**config.mk**
```make
export PLATFORM = sky130hd
export DESIGN_NAME = controller
export DESIGN_NICKNAME = d
export VERILOG_FILES = /design/src/rtl/cpu_pkg.sv /design/src/rtl/controller.sv
export SDC_FILE = /design/constraint.sdc
export NUM_CORES = 1
export LEC_CHECK = 0
export CAP_MARGIN = 20
export CORE_AREA = 10 10 47 49
export CTS_CLUSTER_DIAMETER = 80
export DETAILED_ROUTE_END_ITERATION = 8
export DIE_AREA = 0 0 57 59
export DONT_BUFFER_PORTS = 1
export PLACE_DENSITY = 0.3
export SLEW_MARGIN = 30
export SYNTH_ARGS = -nofsm -noshare
export SYNTH_HDL_FRONTEND = slang
export SYNTH_SLANG_ARGS = --single-unit
```
**constraint.sdc**
```tcl
create_clock -name clk -period 1.8 [get_ports clk]
set_clock_uncertainty 0.2 [all_clocks]
set_input_delay 0.27 -clock clk [delete_from_list [all_inputs] [get_ports clk]]
set_output_delay 0.27 -clock clk [all_outputs]
set_load 0.02 [all_outputs]
```
**src/rtl/cpu_pkg.sv**
```systemverilog
// Shared definitions for the 8-phase accumulator CPU: opcodes and phase numbers.
package cpu_pkg;

   localparam logic [2:0] OP_HLT = 3'd0;
   localparam logic [2:0] OP_SKZ = 3'd1;
   localparam logic [2:0] OP_ADD = 3'd2;
   localparam logic [2:0] OP_AND = 3'd3;
   localparam logic [2:0] OP_XOR = 3'd4;
   localparam logic [2:0] OP_LDA = 3'd5;
   localparam logic [2:0] OP_STO = 3'd6;
   localparam logic [2:0] OP_JMP = 3'd7;

   localparam logic [2:0] PHASE_INST_ADDR  = 3'd0;
   localparam logic [2:0] PHASE_INST_FETCH = 3'd1;
   localparam logic [2:0] PHASE_INST_LOAD  = 3'd2;
   localparam logic [2:0] PHASE_IDLE       = 3'd3;
   localparam logic [2:0] PHASE_OP_ADDR    = 3'd4;
   localparam logic [2:0] PHASE_OP_FETCH   = 3'd5;
   localparam logic [2:0] PHASE_ALU_OP     = 3'd6;
   localparam logic [2:0] PHASE_STORE      = 3'd7;

   // Datapath strobes in bus order {sel,rd,ld_ir,inc_pc,halt,ld_pc,data_e,ld_ac,wr}
   typedef struct packed {
      logic sel;
      logic rd;
      logic ld_ir;
      logic inc_pc;
      logic halt;
      logic ld_pc;
      logic data_e;
      logic ld_ac;
      logic wr;
   } strobes_t;

endpackage

```
**src/rtl/controller.sv**
```systemverilog
// Instruction-sequencing decoder: combinational strobe decode per phase plus a
// sticky registered halt status.
//
// phase | meaning
// ------+-------------------------------------------------------------
//   0   | INST_ADDR  - PC drives the address bus
//   1   | INST_FETCH - read instruction from memory
//   2   | INST_LOAD  - latch instruction into IR
//   3   | IDLE       - hold fetch strobes while IR settles
//   4   | OP_ADDR    - advance PC, flag HLT
//   5   | OP_FETCH   - read operand for ALU-type instructions
//   6   | ALU_OP     - conditional skip, jump, store data drive
//   7   | STORE      - accumulator load, jump, memory write
module controller
   import cpu_pkg::*;
(
   input  logic       clk,
   input  logic       rst,
   input  logic [2:0] opcode,
   input  logic [2:0] phase,
   input  logic       zero,
   output logic       sel,
   output logic       rd,
   output logic       ld_ir,
   output logic       inc_pc,
   output logic       halt,
   output logic       ld_pc,
   output logic       data_e,
   output logic       ld_ac,
   output logic       wr,
   output logic       halted
);

   strobes_t dec;
   strobes_t strb;
   logic     alu_op;

   assign alu_op = (opcode == OP_ADD) || (opcode == OP_AND) ||
                   (opcode == OP_XOR) || (opcode == OP_LDA);

   // Phase decode qualified by opcode; zero only matters for SKZ in ALU_OP
   always_comb begin
      dec = '0;
      case (phase)
         PHASE_INST_ADDR: begin
            dec.sel = 1'b1;
         end
         PHASE_INST_FETCH: begin
            dec.sel = 1'b1;
            dec.rd  = 1'b1;
         end
         PHASE_INST_LOAD, PHASE_IDLE: begin
            dec.sel   = 1'b1;
            dec.rd    = 1'b1;
            dec.ld_ir = 1'b1;
         end
         PHASE_OP_ADDR: begin
            dec.inc_pc = 1'b1;
            dec.halt   = (opcode == OP_HLT);
         end
         PHASE_OP_FETCH: begin
            dec.rd = alu_op;
         end
         PHASE_ALU_OP: begin
            dec.rd     = alu_op;
            dec.inc_pc = (opcode == OP_SKZ) && zero;
            dec.ld_pc  = (opcode == OP_JMP);
            dec.data_e = (opcode == OP_STO);
         end
         PHASE_STORE: begin
            dec.rd     = alu_op;
            dec.ld_ac  = alu_op;
            dec.ld_pc  = (opcode == OP_JMP);
            dec.data_e = (opcode == OP_STO);
            dec.wr     = (opcode == OP_STO);
         end
         default: dec = '0;
      endcase
   end

   // Reset forces every strobe low regardless of the decode
   always_comb begin
      strb = rst ? '0 : dec;
   end

   assign sel    = strb.sel;
   assign rd     = strb.rd;
   assign ld_ir  = strb.ld_ir;
   assign inc_pc = strb.inc_pc;
   assign halt   = strb.halt;
   assign ld_pc  = strb.ld_pc;
   assign data_e = strb.data_e;
   assign ld_ac  = strb.ld_ac;
   assign wr     = strb.wr;

   // Sticky halt status: reset clears, halt strobe sets, otherwise hold
   always_ff @(posedge clk) begin
      if (rst) begin
         halted <= 1'b0;
      end else if (strb.halt) begin
         halted <= 1'b1;
      end
   end

endmodule

```
# Word level (Yosys, flattened, before mapping)
# Index checks and enable logic that the tools add are counted.
[word_totals] word_cells=34 out_inout_bits=10 register_bits=1 inputBits=9
[op_classes] eq_ne=14 n_mux=8 n_reduce_logical=11
[op_table] operator="equality test 3 bit (second input constant)" n=8
[op_table] operator="equality test 3 x 2 -> 1 bit (second input constant)" n=4
[op_table] operator="2-to-1 mux 9 bit" n=1
[op_table] operator="equality test 3 x 1 -> 1 bit (second input constant)" n=2
[op_table] operator="zero test 3 bit" n=2
[op_table] operator="OR reduction 3 bit" n=2
[op_table] operator="2-to-1 mux 2 bit" n=2
[op_table] operator="case mux 1 bit (2 select lines)" n=2
[op_table] operator="OR reduction 2 bit" n=2
[op_table] operator="OR reduction 4 bit" n=1
[op_table] operator="logical OR 1 bit" n=3
[op_table] operator="2-to-1 mux 1 bit" n=3
[op_table] operator="logical AND 1 bit" n=1

# Logic depth before layout (Yosys ltp)
# Gate-level depths: netlist (run 1).
[depth] word_depth=6 mapped_depth=2 ltp_nobuf=2

# Least setup slack after synthesis (run 1)
# Ideal clock, no wire load.
[synth_timing] path_type="input -> output" from="in rst" to="out wr" arrival_time_ns=1.249 path_buffers=0 path_stages=2 path_slack_ns=0.081 cell_sequence="nand3b_1 -> nor4b_1"
[synth_via] elab_chain_cells=1
[synth_rtl] item="from (decl)" line="controller.sv:18" source="input logic rst,"
[synth_rtl] item="2-to-1 mux 9 bit" line="controller.sv:83" source="strb = rst ? '0 : dec;"
[synth_rtl] item="to (decl)" line="controller.sv:30" source="output logic wr,"
# Every way passes these cells.

# Worst setup path in the final report (run 1)
[layout_timing] from="in phase[1]" to="out halt"
[layout_via] elab_chain_cells=3
[layout_rtl] item="from (decl)" line="controller.sv:20" source="input logic [2:0] phase,"
[layout_rtl] item="equality test 3 bit" line="controller.sv:44" source="case (phase)"
[layout_rtl] item="2-to-1 mux 1 bit" line="controller.sv:44"
[layout_rtl] item="2-to-1 mux 9 bit" line="controller.sv:83"
[layout_rtl] item="to (decl)" line="controller.sv:26" source="output logic halt,"
# Every way passes these cells.

==> run_results.csv, run 1 <==
group,metric,value,unit
floorplan,core,1401,sq um
sta,finalSetupViolCount,0,
grt,antenna_found_initial,0,
grt,grt_use_total,3.187,%
job,maxCapViolCount,0,
logic_synthesis,yosys.cell_types.count,17,
routing,first_pass_iters,2,
floorplan,placementRows,14,
layout,syn2layout_area_growth,51.20,%
floorplan,dieArea,3363,sq um
logic_synthesis,syn-num-nets,30,
routing,routed_wl,669,um
layout,largest_register,"halted",
sta,drv_slew,0,
routing,num_vias,204,
layout,fin_cells,45,
run_status,outcome,"complete, no violations",
critical_path,critPathRequiredTime,1330,ps
grt,busiest_layer,"met2",
sta,max_slew_margin,79.53,%
placement,port_buffers,0,
power_and_ir_drop,ir_drop,0.0001106,V
clock_tree,clk-insertion-delay-late,0,ps
routing,wl_per_cell,14.87,um
placement,place.gp.congestion,0.7194,
layout,largest_reg_flops,1,
grt,grt_util_met3,0.4292,%
grt,grt_overflow,0,
sta,hold_violations,0,
floorplan,die_x,57,um
sta,period_needed,1582,ps
critical_path,critPathLaunchType,"primary input",
logic_synthesis,synthCells,21,
grt,grt_max_degree,7,
critical_path,path_class,"in2out",
logic_synthesis,netlist_area,156.4,sq um
layout,final_common_cell,"buf_4",
sta,rsz0062_at_grt,"no",
layout,antenna_cells,0,
grt,grt_pass1_wl,917,um
power_and_ir_drop,cellPowerDensity,228.3,nW/um^2
sta,fmax,0.6323,GHz
logic_synthesis,ys_seq_area_share,12.80,%
layout,top_regs,"halted x1",
clock_tree,postCtsResizedCells,0,
layout,final_layout_size_suffix_gt1_share,34.48,%
routing,vias_per_cell,4.533,
clock_tree,cts_hold_buf,0,
grt,use_met1,1.176,%
power_and_ir_drop,p_leak,0.08375,nW
critical_path,cp_max_fo,6,
grt,first_global_vias,195,
layout,final_cell_mix,"buf_4, nand2b_1, nor2_1, a211oi_1, nor3_1",
routing,drc,0,
sta,finalSetupTns,0,ps
placement,dp_cells,45,
sta,tightestPinTransition,302.8,ps
routing,ant_nets,0,
critical_path,arrival,1110,ps
logic_synthesis,synth_area_per_cell,7.448,sq um
logic_synthesis,yosysWarnings,0,
logic_synthesis,ys_ff_latch,1,
clock_tree,cts.clk_slew.worst_paths,0,ps
floorplan,fp.dieH,59,um
routing,drt_first_iter_violations,3,
floorplan,start_util,11.16,%
critical_path,critPathCaptureType,"primary output",
clock_tree,post-cts-setup-buffers,0,
sta,period_share,87.86,%
grt,grtUsageMet2,8.992,%
sta,fin_hold_ws,182.6,ps
hold_path,min_path_type,"in2reg",
layout,layout.nets,40,
floorplan,ios,19,
synthesized netlist by cell type:
library cell / n / area share (%)
nor3_2: 1 / 6.4
nor3b_1: 1 / 4.8
nor2_1: 2 / 4.8
and2_2: 1 / 4.8
nand3b_1: 1 / 4.8
or4_1: 1 / 4.8
nand2_1: 1 / 2.4
xnor2_1: 1 / 5.6
or3_1: 1 / 4.0
a211oi_1: 2 / 9.6
inv_1: 1 / 2.4
nand2b_1: 2 / 8.0
nand4bb_1: 1 / 7.2
nor4b_1: 1 / 5.6
o41ai_1: 1 / 5.6
dfxtp_1: 1 / 13
nor3_1: 2 / 6.4
power breakdown:
| part | switching (W) | internal (W) | leakage, nW |
|---|---|---|---|
| sequential | 0.000000551 | 0.0000229 | 0.00807 |
| combinational | 0.0000161 | 0.0000144 | 0.0757 |
| clock | 0 | 0 | 0 |
| total | 0.0000167 | 0.0000373 | 0.0838 |
metrics by stage:
| step | total power (W) | setup WS (ps) | util (%) | cell area [sq um] |
|---|---|---|---|---|
| after floorplan | 0.00004506 | 81.13 | - | 156.4 |
| after global routing | 0.00005621 | 197.5 | 16.88 | 236.5 |
| final | 0.00005398 | 218.4 | 16.88 | 236.5 |
| after global placement | 0.00005442 | 213.6 | 16.88 | 236.5 |
| after CTS | 0.00005461 | 211.7 | 16.88 | 236.5 |
| after detailed placement | 0.00005458 | 211.7 | 16.88 | 236.5 |
path summary, 6_finish.rpt:
check / start / end / cells past startpoint / slack (ps)
max: phase[1] / halt / 3 / 220
min: opcode[1] / halted$_SDFFE_PP0P_ / 1 / 180
max reg2reg: halted$_SDFFE_PP0P_ / halted$_SDFFE_PP0P_ / 2 / 910
min reg2reg: halted$_SDFFE_PP0P_ / halted$_SDFFE_PP0P_ / 2 / 370
cell type report:
| class | count | area, sq um |
|---|---|---|
| repair buffers | 8 | 60.06 |
| fillers | 170 | 1165 |
| flip-flops and latches | 1 | 20.02 |
| well taps | 16 | 20.02 |
| inverters | 1 | 3.754 |
| multi-input cells | 19 | 132.6 |
critical path, stage by stage:
cell    delay (ps)
or4_1          520
nor3_2         160
buf_4          160
cell families (layout without fill, tap and decap cells):
group	Yosys count	after routing	synth area share, %
buffers and inverters	1	9	2.398
XOR/XNOR	1	1	5.601
AO/OA/AOI/OAI	3	3	15.20
AND/OR/NAND/NOR	15	15	64.01
flip-flops	1	1	12.80
metal layers:
layer / up-vias / share of wire, %
li1: 99 / -
met1: 99 / 24
met2: 4 / 71
met5: - / 0
met3: 2 / 2.8
met4: 0 / 2.1
(Power assumes the default switching activity.)
==> run 2: changes to the inputs <==
CTS_CLUSTER_DIAMETER = default   (was 80)
==> results of run 2 <==
Final layout, timing and power as in run 1 (identical DEF).
==> run 3: changes to the inputs <==
CAP_MARGIN = 25   (was 20)
==> results of run 3 <==
Final layout, timing and power as in run 1 (identical DEF).
